`config.mk`:
```
export PLATFORM = sky130hd
export DESIGN_NAME = serial_adder
export DESIGN_NICKNAME = d
export VERILOG_FILES = /design/src/rtl/serial_adder.sv
export SDC_FILE = /design/constraint.sdc
export NUM_CORES = 1
export LEC_CHECK = 0
export BUFFER_PORTS_ARGS = -buffer_cell sky130_fd_sc_hd__buf_2
export CAP_MARGIN = 20
export CORE_ASPECT_RATIO = 0.5
export CORE_UTILIZATION = 40
export DETAILED_ROUTE_END_ITERATION = 8
export PLACE_DENSITY = 0.65
export SYNTH_ARGS = -nofsm -noshare
export SYNTH_HDL_FRONTEND = slang
export SYNTH_HIERARCHICAL = 1
export SYNTH_SLANG_ARGS = --single-unit
```
`constraint.sdc`:
```
create_clock -name clk -period 2.79 [get_ports clk]
set_clock_uncertainty 0.05 [all_clocks]
set_input_delay 0.1395 -clock clk [delete_from_list [all_inputs] [get_ports clk]]
set_output_delay 0.1395 -clock clk [all_outputs]
set_load 0.01 [all_outputs]
```
`src/rtl/serial_adder.sv`:
```
// rtl/serial_adder.sv - bit-serial W-bit adder built from a half-adder cell
//
// Purpose:
//   Adds two W-bit operands one bit pair per clock, LSB first, using a full
//   adder made of two half_adder cells plus an OR. A carry flip-flop links
//   consecutive bits. The result and carry-out are registered after W cycles.
//
// Optional feature:
//   SERIAL_ADDER_SUB_EN - adds the sub port; sub=1 computes a - b by inverting
//   b and seeding the carry with 1 (cout=1 then means no borrow).
//
// Ports (serial_adder):
//   clk    in   rising-edge clock
//   rst_n  in   asynchronous active-low reset
//   start  in   begin an addition; only looked at while idle
//   a, b   in   W-bit operands, captured on the accepting edge
//   sub    in   subtract mode (SERIAL_ADDER_SUB_EN only), captured with a, b
//   busy   out  operation in progress
//   done   out  one-cycle pulse when sum/cout are updated
//   sum    out  W-bit result, held until the next completion
//   cout   out  carry out of bit W-1, held with sum
//
// Ports (half_adder):
//   x, y   in   operand bits
//   s, c   out  sum and carry bits

module half_adder (
    input  logic x,
    input  logic y,
    output logic s,
    output logic c
);
    assign s = x ^ y;
    assign c = x & y;
endmodule

module serial_adder #(
    parameter int W = 8
) (
    input  logic         clk,
    input  logic         rst_n,
    input  logic         start,
    input  logic [W-1:0] a,
    input  logic [W-1:0] b,
`ifdef SERIAL_ADDER_SUB_EN
    input  logic         sub,
`endif
    output logic         busy,
    output logic         done,
    output logic [W-1:0] sum,
    output logic         cout
);

    localparam int CW = $clog2(W);
    localparam logic [CW-1:0] LAST_CNT = CW'(W - 1);

    typedef enum logic {
        IDLE = 1'b0,
        RUN  = 1'b1
    } state_t;

    state_t         state;
    state_t         state_nxt;

    logic [W-1:0]   a_sr;
    logic [W-1:0]   b_sr;
    logic [W-1:0]   sum_sr;
    logic           carry;
    logic [CW-1:0]  cnt;

    logic           sub_eff;
    logic           ha0_s;
    logic           ha0_c;
    logic           s_bit;
    logic           ha1_c;
    logic           carry_nxt;
    logic           last_bit;

`ifdef SERIAL_ADDER_SUB_EN
    assign sub_eff = sub;
`else
    assign sub_eff = 1'b0;
`endif

    // Full-adder slice: first cell adds the operand bits, second folds in
    // the stored carry. At most one of the two cells can generate a carry,
    // so an OR is enough to merge them.
    half_adder u_ha0 (
        .x (a_sr[0]),
        .y (b_sr[0]),
        .s (ha0_s),
        .c (ha0_c)
    );

    half_adder u_ha1 (
        .x (ha0_s),
        .y (carry),
        .s (s_bit),
        .c (ha1_c)
    );

    assign carry_nxt = ha0_c | ha1_c;
    assign last_bit  = (cnt == LAST_CNT);

    // busy follows the registered state, so it is glitch-free
    assign busy = (state == RUN);

    always_ff @(posedge clk or negedge rst_n) begin
        if (!rst_n) begin
            state <= IDLE;
        end else begin
            state <= state_nxt;
        end
    end

    always_comb begin
        state_nxt = state;
        case (state)
            IDLE: begin
                if (start) begin
                    state_nxt = RUN;
                end
            end
            RUN: begin
                if (last_bit) begin
                    state_nxt = IDLE;
                end
            end
            default: state_nxt = IDLE;
        endcase
    end

    always_ff @(posedge clk or negedge rst_n) begin
        if (!rst_n) begin
            a_sr   <= '0;
            b_sr   <= '0;
            sum_sr <= '0;
            carry  <= 1'b0;
            cnt    <= '0;
            sum    <= '0;
            cout   <= 1'b0;
            done   <= 1'b0;
        end else begin
            done <= 1'b0;
            case (state)
                IDLE: begin
                    if (start) begin
                        // Subtraction is a + ~b + 1: invert b once here and
                        // let the initial carry supply the +1.
                        a_sr  <= a;
                        b_sr  <= sub_eff ? ~b : b;
                        carry <= sub_eff;
                        cnt   <= '0;
                    end
                end
                RUN: begin
                    carry  <= carry_nxt;
                    sum_sr <= {s_bit, sum_sr[W-1:1]};
                    a_sr   <= a_sr >> 1;
                    b_sr   <= b_sr >> 1;
                    cnt    <= cnt + 1'b1;
                    if (last_bit) begin
                        // The final bit is still in flight, so publish the
                        // shifted value directly rather than sum_sr.
                        sum  <= {s_bit, sum_sr[W-1:1]};
                        cout <= carry_nxt;
                        done <= 1'b1;
                    end
                end
                default: ;
            endcase
        end
    end

endmodule

```
==> out/results.txt <==
global placer's final weighted congestion = 0.671
Gates resized, CTS repair = 0
FF-to-FF Start = busy
Worst Hold Class = primary input to register
CTS sink count = 38
Post-CTS Setup Inserts = 0
Die H = 47.9 um
number of buffers created by CTS = 5
Post-route DRC = 0
Synth area leaders = dfrtp_1 57%, mux2_4 12%, mux2i_1 11%
Critical path origin = busy
CP Max Fanout = 37
Final min period = 1790 ps
Worst-path clk slew = 80 ps
# diodes = 0
peak supply drop = 0.295 mV
hold_sp = b[7]
drt total wl = 2500 um
CTS Hold Bufs = 1
number of max-cap violations = 0
Worst EP arrival = 1600 ps
post-synthesis register bit count = 38
Setup crit end kind = output port
routed len/inst = 12.0 um
H-tree levels = 2
number of global-route vias before repair = 887
worst-margin pin slew = 824 ps
largest net degree at the start of global routing = 39
Root Driver = clkbuf_8
post-route insts no fill = 208
synth warn = 6
final slew viol count = 0
Nets = 176
ys async rst share = 100%
layout cells sized above 1 = 36.4%
most common cell after layout, fill and taps aside = dfrtp_1
syn nets = 145
RSZ-0062 raised after global routing = no
GRT Util Overall = 12.9%
# port buffers = 29
Iter 0 DRT Violations = 30
top_reg_cell synth = dfrtp_1
Crit Path Category = register to output port
Via Count = 985
drt pass-1 iters = 4
area grow syn2layout = 15.2%
status = finished, final reports clean
Yosys top cell area share = 56.5%
pwr/cell area = 1040 mW/mm^2
Synth Instances = 122
boundary pin count = 30
WP data required = 2600 ps
core box area = 0.00396 sq mm
Vias/cell = 4.74
Slew headroom = 45.1%
area of the die = 0.00449 sq mm
setup_tns = 0 ps
Post-synth EDFFs = 0
Final setup violation count = 0
Max clock buf depth = 2
Yosys top cell by area = dfrtp_1
Syn Area/Cell = 13.8 sq um
initial antenna violation count = 0
worst-skew pair later-pin latency = 280 ps
TritonCTS clock tree = built
dpl cells = 199
row count = 16
Leakage = 1.03 nW
total grt overflow = 0
post-DP HPWL = 1680 um
Final ANT Viol Nets = 0
most frequent cells in the layout = 38 x dfrtp_1, 29 x buf_2, 18 x mux2i_1, 14 x nand2_1, 14 x mux2_4
post-synthesis sequential area ratio = 56.5%
Distinct cells, synth = 18
period utilization = 64.0%
FMAX = 0.560 GHz
startpoint types = register
initial core utilization = 42.5%
synthesized area = 0.00168 sq mm
first-pass GRT wire length = 4120 um
final hold viol count = 0
die span in x = 93.7 um
## cell families (layout without fill, tap and decap cells)
family | Yosys count | after routing | share of synthesized area (%)
AOI/OAI and AO/OA | 17 | 17 | 5.72
and+or+nand+nor | 20 | 20 | 5.73
muxes | 34 | 34 | 24.5
adders and majority gates | 4 | 4 | 2.97
DFF | 38 | 38 | 56.5
buffers and inverters | 9 | 41 | 4.54
## metrics by stage
| step | hold WS (ps) | utilization [%] | setup WS (ps) | area, sq um | power (mW) |
|---|---|---|---|---|---|
| after detailed placement | 238 | 46.3 | 1130 | 1830 | 1.66 |
| after global routing | 69.9 | 48.9 | 904 | 1940 | 2.17 |
| after floorplan | -206 | - | 1260 | 1680 | 1.50 |
| after CTS | 52.9 | 48.9 | 994 | 1940 | 2.05 |
| after global placement | 234 | 46.3 | 1180 | 1830 | 1.63 |
| final | 57.0 | 48.9 | 1000 | 1940 | 2.02 |
## Yosys cell counts (2+ instances only)
library cell / instances
ha_1: 4
nor2_1: 3
buf_6: 3
o21ai_0: 7
mux2i_1: 18
nand2_1: 14
dfrtp_1: 38
mux2_4: 14
a22o_1: 3
o21ai_1: 7
buf_2: 2
inv_1: 2
mux2_2: 2
## cell type report
| type | count | area, sq um |
|---|---|---|
| fillers | 357 | 2020 |
| flip-flops and latches | 38 | 951 |
| multi-input cells | 75 | 656 |
| repair buffers | 31 | 163 |
| clock buffers | 6 | 82.6 |
| well taps | 54 | 67.6 |
| clock inverters | 2 | 12.5 |
| inverters | 2 | 7.51 |
## worst paths after layout
check | end | slack, ps | cells after the start
min in group asynchronous | b_sr[4] | 440 | 2
setup / recovery | busy | 1000 | 2
hold / removal | b_sr[7] | 60 | 3
setup reg to reg | carry | 1120 | 3
max in group asynchronous | a_sr[4] | 1740 | 2
hold reg to reg | b_sr[4] | 440 | 2
## power by group
| group | leakage [nW] | internal (mW) | switching, mW |
|---|---|---|---|
| logic | 0.493 | 0.404 | 0.296 |
| registers | 0.490 | 0.777 | 0.158 |
| clock network | 0.0472 | 0.199 | 0.189 |
| total | 1.03 | 1.38 | 0.644 |
## sequential cells by signal (all words and copies together), names as in the netlist
name	count
a_sr	8
b_sr	8
sum	8
sum_sr	7
cnt	3
busy	1
carry	1
cout	1
done	1
## critical path, stage by stage, from the launching register on
cell and delay [ps]:
dfrtp_1 680, buf_4 420, buf_2 200
## metal layers
| layer | routed length, um | GRT usage (%) | up-vias |
|---|---|---|---|
| met5 | 0 | 0 | - |
| met4 | 37 | 4.62 | 0 |
| met3 | 108 | 4.76 | 4 |
| met2 | 1110 | 21.9 | 17 |
| met1 | 1240 | 15.7 | 482 |
| li1 | - | - | 482 |
Note: power is estimated with default switching activity, not from simulation.
